[config.mk]
export PLATFORM = sky130hd
export DESIGN_NAME = shifter_right_seq
export DESIGN_NICKNAME = d
export VERILOG_FILES = /design/src/rtl/alu_pkg.sv /design/src/rtl/shift_stage_right.sv /design/src/rtl/shifter_right_seq.sv
export SDC_FILE = /design/constraint.sdc
export NUM_CORES = 1
export LEC_CHECK = 0
export ABC_AREA = 1
export BUFFER_PORTS_ARGS = -buffer_cell sky130_fd_sc_hd__buf_2
export CELL_PAD_IN_SITES_DETAIL_PLACEMENT = 1
export CELL_PAD_IN_SITES_GLOBAL_PLACEMENT = 1
export CORE_MARGIN = 2
export CORE_UTILIZATION = 42
export CTS_CLUSTER_DIAMETER = 30
export DETAILED_ROUTE_END_ITERATION = 6
export HOLD_SLACK_MARGIN = 0.05
export PLACE_DENSITY = 0.87
export RECOVER_POWER = 100
export SLEW_MARGIN = 20
export SYNTH_ARGS = -nofsm -noshare
export SYNTH_HDL_FRONTEND = slang
export SYNTH_SLANG_ARGS = --single-unit
[constraint.sdc]
create_clock -name clk -period 3.45 [get_ports clk]
set_input_delay 0.69 -clock clk [delete_from_list [all_inputs] [get_ports clk]]
set_output_delay 0.69 -clock clk [all_outputs]
set_load 0.05 [all_outputs]
[src/rtl/alu_pkg.sv]
// Shared ALU definitions: operation codes, datapath width and right-shifter FSM states.
package alu_pkg;
  localparam int ALU_WIDTH = 32;

  localparam logic [5:0] SIG_SLL = 6'b000001;
  localparam logic [5:0] SIG_SRL = 6'b000010;
  localparam logic [5:0] SIG_SRA = 6'b000011;

  typedef enum logic [1:0] {
    IDLE,
    SHIFT,
    DONE
  } state_e;
endpackage

[src/rtl/shift_stage_right.sv]
// One logarithmic right-shift stage: optionally shifts by amt_i, filling vacated bits with fill_i.
module shift_stage_right #(
  parameter int WIDTH = 32
) (
  input  logic [WIDTH-1:0] acc_i,
  input  logic [4:0]       amt_i,
  input  logic             en_i,
  input  logic             fill_i,
  output logic [WIDTH-1:0] acc_o
);
  logic [2*WIDTH-1:0] ext;

  always_comb begin
    // Prepend a word of fill bits so a plain shift brings them in from the top.
    ext   = {{WIDTH{fill_i}}, acc_i};
    acc_o = en_i ? WIDTH'(ext >> amt_i) : acc_i;
  end
endmodule

[src/rtl/shifter_right_seq.sv]
// Multi-cycle SRL/SRA unit: captures one operand on start, applies stages 16,8,4,2,1 one per clock.
module shifter_right_seq
  import alu_pkg::*;
#(
  parameter int         WIDTH = ALU_WIDTH,
  parameter logic [5:0] SRL   = SIG_SRL,
  parameter logic [5:0] SRA   = SIG_SRA
) (
  input  logic             clk,
  input  logic             reset,
  input  logic             start,
  input  logic [WIDTH-1:0] dataA,
  input  logic [WIDTH-1:0] dataB,
  input  logic [5:0]       Signal,
  output logic             busy,
  output logic             done,
  output logic [WIDTH-1:0] dataOut
);
  state_e           state_q, state_d;
  logic [2:0]       k_q, k_d;
  logic [WIDTH-1:0] acc_q, acc_d;
  logic [4:0]       shamt_q, shamt_d;
  logic             mode_q, mode_d;
  logic             busy_q, busy_d;
  logic             done_q, done_d;
  logic [WIDTH-1:0] dout_q, dout_d;

  logic [WIDTH-1:0] stage_acc;
  logic [4:0]       stage_amt;
  logic             stage_en;
  logic             stage_fill;
  logic             unused_dataB;

  assign unused_dataB = ^dataB[WIDTH-1:5];

  // Stage k shifts by 16>>k, gated by the matching shamt bit (MSB first).
  assign stage_amt  = 5'd16 >> k_q;
  assign stage_en   = shamt_q[3'd4 - k_q];
  assign stage_fill = mode_q & acc_q[WIDTH-1];

  shift_stage_right #(.WIDTH(WIDTH)) u_stage (
    .acc_i  (acc_q),
    .amt_i  (stage_amt),
    .en_i   (stage_en),
    .fill_i (stage_fill),
    .acc_o  (stage_acc)
  );

  always_comb begin
    state_d = state_q;
    k_d     = k_q;
    acc_d   = acc_q;
    shamt_d = shamt_q;
    mode_d  = mode_q;
    dout_d  = dout_q;
    done_d  = 1'b0;
    case (state_q)
      SHIFT: begin
        acc_d = stage_acc;
        k_d   = k_q + 3'd1;
        if (k_q == 3'd4) begin
          state_d = DONE;
          done_d  = 1'b1;
          dout_d  = stage_acc;
          k_d     = 3'd0;
        end
      end
      default: begin
        // IDLE and DONE both accept a new start, giving back-to-back throughput.
        state_d = IDLE;
        if (start) begin
          if (Signal == SRL || Signal == SRA) begin
            acc_d   = dataA;
            shamt_d = dataB[4:0];
            mode_d  = (Signal == SRA);
            k_d     = 3'd0;
            state_d = SHIFT;
          end else begin
            state_d = DONE;
            done_d  = 1'b1;
            dout_d  = '0;
          end
        end
      end
    endcase
    busy_d = (state_d != IDLE);
  end

  always_ff @(posedge clk or negedge reset) begin
    if (!reset) begin
      state_q <= IDLE;
      k_q     <= 3'd0;
      acc_q   <= '0;
      shamt_q <= 5'd0;
      mode_q  <= 1'b0;
      busy_q  <= 1'b0;
      done_q  <= 1'b0;
      dout_q  <= '0;
    end else begin
      state_q <= state_d;
      k_q     <= k_d;
      acc_q   <= acc_d;
      shamt_q <= shamt_d;
      mode_q  <= mode_d;
      busy_q  <= busy_d;
      done_q  <= done_d;
      dout_q  <= dout_d;
    end
  end

  assign busy    = busy_q;
  assign done    = done_q;
  assign dataOut = dout_q;
endmodule

==> impl.org <==
** Setup path
- WP data required :: 3.71 ns
- Worst reg2reg setup slack :: 0.48 ns
- Destination of the critical timing path :: dataOut[14]
- Element type at the critical path start :: flop
- Worst setup EP type :: flop
- Worst setup startpoint :: k_q[0]
- Kind of critical path :: flop to flop
- In this run the critical register-to-register path is launched from k_q[0].
- Of all nets on the critical path, the largest fanout is 35.
- Reg2Reg Capture Point :: dataOut[14]
- R2r worst-path depth :: 11
- Critical Path AT :: 3.23 ns

** Global route
- The first global-routing pass estimated 30900 microns of wire.
- Total track usage :: 0.296
- For met1 alone, demand over resource in global routing was 0.381.
- Met2 layer usage reported by global route :: 0.516
- Number of antenna violations at the first check in global routing :: 0
- The via count of the first global-routing pass was 5982.
- Entering global routing, the biggest net connects 78 pins.
- For this run the aggregate overflow at the end of global routing stands at 0.
- Met3 track demand over resource in global routing :: 0.0314
- The global routing stage identified its most utilized layer as met2.

** Route
- Number of vias per cell after detailed routing :: 5.75
- For this run, design rule violations remaining after detail routing come to 0.
- Summed over all layers, the routed wires come to 19000 microns.
- Detailed Route Iter0 Violations :: 339
- DRT antenna net count :: 0
- Total iterations of the first detailed-routing run :: 5
- Total via count in the routed design :: 5739
- Routed length per placed instance :: 19.1 microns

** Power and ir drop
- Power density over cell area :: 664 nW/um^2
- Leakage :: 2.83 nW
- Worst voltage drop across the vdd grid :: 0.313 mV

** Floorplan
- Core Rows :: 40
- Overall die area :: 13400 sq um
- IO Count :: 107
- For this configuration, the core starts out at a cell density of 0.434.
- Total core area :: 12100 sq um
- Die span in y :: 116 microns
- Die width :: 116 microns

** Yosys
- Sequential element share of the synthesized area :: 0.369
- Number of distinct library cell variants in the gate-level netlist after synthesis :: 26
- Counting every instance in the synthesized netlist gives 773.
- Synthesized Nets :: 853
- The largest total area in the synthesized netlist belongs to sky130_fd_sc_hd__dfrtp_1.
- Largest cells by area after synthesis :: sky130_fd_sc_hd__dfrtp_1 37%, sky130_fd_sc_hd__nand3_1 23%, sky130_fd_sc_hd__nand2_1 11%
- The mapped netlist covers 5230 sq um.
- Number of flops mapped to enable cells by yosys :: 0
- The most used flip-flop cell after synthesis is sky130_fd_sc_hd__dfrtp_1.
- Top cell type's share of synthesized area :: 0.369
- The average instance in the mapped netlist occupies 6.76 sq um.
- Synthesis inferred 77 register bits.
- Commonest cells post-synth :: 237 x sky130_fd_sc_hd__nand3_1, 156 x sky130_fd_sc_hd__nand2_1, 77 x sky130_fd_sc_hd__dfrtp_1, 72 x sky130_fd_sc_hd__o21ai_0, 48 x sky130_fd_sc_hd__inv_1
- Counting flops with an async set or reset pin after synthesis yields a share of 1.00.
- Count of yosys warnings during synthesis :: 0
- Most instantiated library cell after synthesis :: sky130_fd_sc_hd__nand3_1

** Worst hold path
- The path class of the tightest hold or removal check is flop to flop.
- The worst hold path begins at dataOut[21].

** Status
- Violated checks :: max-capacitance violations, max-slew violations
- The flow ran to the end, but the final reports show violations.

** Layout
- Area Growth Syn to Fin :: 13.5%
- Cell Count, Final, Fillers Out :: 998
- Fillers :: 1651
- In the final layout, the share of cells above drive strength 1 is 0.107.
- The repair_antennas step left the layout with diodes totalling 0.
- Summing all multi-input logic gate instances after layout gives 2810 sq um.
- The final layout contains 905 nets.
- Footprint of the flip-flops and latches :: 1930 sq um
- With fillers left out, the area of the finished cells amounts to 5930 sq um.

** Timing
- For the final database, setup skew stands at 0.00925 ns.
- Timing-limited maximum frequency :: 0.337 GHz
- At the pin with the least slew margin, the transition time is 2.28 ns.
- The number of hold-slack violations in the final timing report came to 0.
- Worst hold slack :: 0.485 ns
- Setup violations remaining at the end of the flow were counted as 0.
- Setup repair after global routing left no endpoint under its margin.
- Portion of the clock cycle consumed by the worst path in the final layout :: 0.861
- Headroom to the max-slew limit came out at -0.517.
- Adding up every negative setup slack in the final design gives 0 ns.
- The final max-slew violation count was 40.
- Final critical path time including I/O delays and setup :: 2.97 ns

** Placed design
- Buffers added on ports :: 79
- Post-detailed-placement half-perimeter wirelength :: 13500 microns
- Number of placed instances, taps included :: 980
- Standard cell area after detailed placement :: 5680 sq um
- The congestion estimate from routability-driven global placement came to 0.895.

** Clock tree
- Gates resized, CTS repair :: 0
- After clock tree synthesis, the clock-pin slew on the worst setup and hold paths is 0.06 ns.
- Buffer levels on the longest clock path :: 2
- CTS built an H-tree with a depth of 3.
- TritonCTS built the clock tree.
- In this run the clock root is driven by a sky130_fd_sc_hd__clkbuf_16.
- At the later pin of the worst-skew pair, clock insertion delay measures 0.36 ns.
- For this design, the sink count on the clock tree is 77.
- Setup Fix Bufs, Post-CTS :: 0
- Buffers inserted to repair hold after CTS numbered 0.
- Num CTS Buffers :: 9

** Flow run
- The tool flagged a number of max-cap violations equal to 1.
[cell usage in the layout, fill, tap and decap left out, types with 2 or more instances in the layout]
master	n
sky130_fd_sc_hd__a21oi_1	33
sky130_fd_sc_hd__buf_2	44
sky130_fd_sc_hd__buf_4	12
sky130_fd_sc_hd__clkbuf_1	37
sky130_fd_sc_hd__clkbuf_16	9
sky130_fd_sc_hd__clkbuf_2	2
sky130_fd_sc_hd__clkbuf_8	2
sky130_fd_sc_hd__clkinvlp_4	3
sky130_fd_sc_hd__dfrtp_1	77
sky130_fd_sc_hd__ha_1	7
sky130_fd_sc_hd__inv_1	49
sky130_fd_sc_hd__inv_2	4
sky130_fd_sc_hd__mux2_2	4
sky130_fd_sc_hd__nand2_1	157
sky130_fd_sc_hd__nand2_2	2
sky130_fd_sc_hd__nand3_1	237
sky130_fd_sc_hd__nor2_1	35
sky130_fd_sc_hd__o21ai_0	97
sky130_fd_sc_hd__o21ai_1	7
sky130_fd_sc_hd__o22ai_1	2
[cell families (layout without fill, tap and decap cells)]
kind of cell | after synthesis | after routing | synth area share
buf+inv | 108 | 165 | 0.0924
flops | 77 | 77 | 0.369
mux | 4 | 4 | 0.00861
fa+ha+maj | 7 | 7 | 0.0167
compound gates | 142 | 142 | 0.139
simple gates | 435 | 435 | 0.375
[flip-flops by register name, summed over array words and instances, names as in the netlist]
signal and count:
acc_q 32, dataOut 32, shamt_q 5, k_q 3, state_q 2, busy 1, done 1, mode_q 1
[worst min-delay path by stage]
stage                  endpoint  depth (start not counted)  slack, ns
floorplan              acc_q[0]                          0       0.39
global placement    dataOut[19]                          2       0.46
global route         dataOut[8]                          2       0.51
CTS                 dataOut[21]                          2       0.48
finish              dataOut[21]                          2       0.49
detailed placement  dataOut[21]                          2       0.47
[through the flow]
stage	util	worst slack (ns)	total power, mW
after floorplan	-	1.48	2.45
after global placement	0.471	0.757	2.94
after detailed placement	0.471	0.571	2.99
after CTS	0.495	0.553	3.94
after global routing	0.492	0.291	4.19
final	0.492	0.479	3.94
[per-layer routing]
metal,vias to the layer above,routed length (microns)
li1,2727,-
met1,2832,8530
met5,-,0
met4,0,408
met2,147,9430
met3,33,648
[critical path: stages, from the launching register on]
cell and delay, ns:
sky130_fd_sc_hd__dfrtp_1 0.46, sky130_fd_sc_hd__inv_1 0.15, sky130_fd_sc_hd__ha_1 0.26, sky130_fd_sc_hd__ha_1 0.32, sky130_fd_sc_hd__inv_1 0.07, sky130_fd_sc_hd__nand4_1 0.21, sky130_fd_sc_hd__nand2_2 0.61, sky130_fd_sc_hd__buf_4 0.34
sky130_fd_sc_hd__o21ai_0 0.10, sky130_fd_sc_hd__inv_1 0.09, sky130_fd_sc_hd__nand2_1 0.07, sky130_fd_sc_hd__o21ai_0 0.18
[report_power, final]
part	internal (mW)	leakage [nW]	total, mW	switching, mW
Clock	0.530	0.131	0.943	0.413
Combinational	0.522	1.74	1.77	1.25
Sequential	1.06	0.965	1.22	0.167
[final cells by class]
cell class / count / area share
Multi-Input combinational cell: 588 / 0.473
Timing Repair Buffer: 96 / 0.0848
Sequential cell: 77 / 0.325
Clock inverter: 4 / 0.00527
Tap cell: 168 / 0.0354
Inverter: 53 / 0.0335
Clock buffer: 12 / 0.0432
Note: power is estimated with default switching activity, not from simulation.
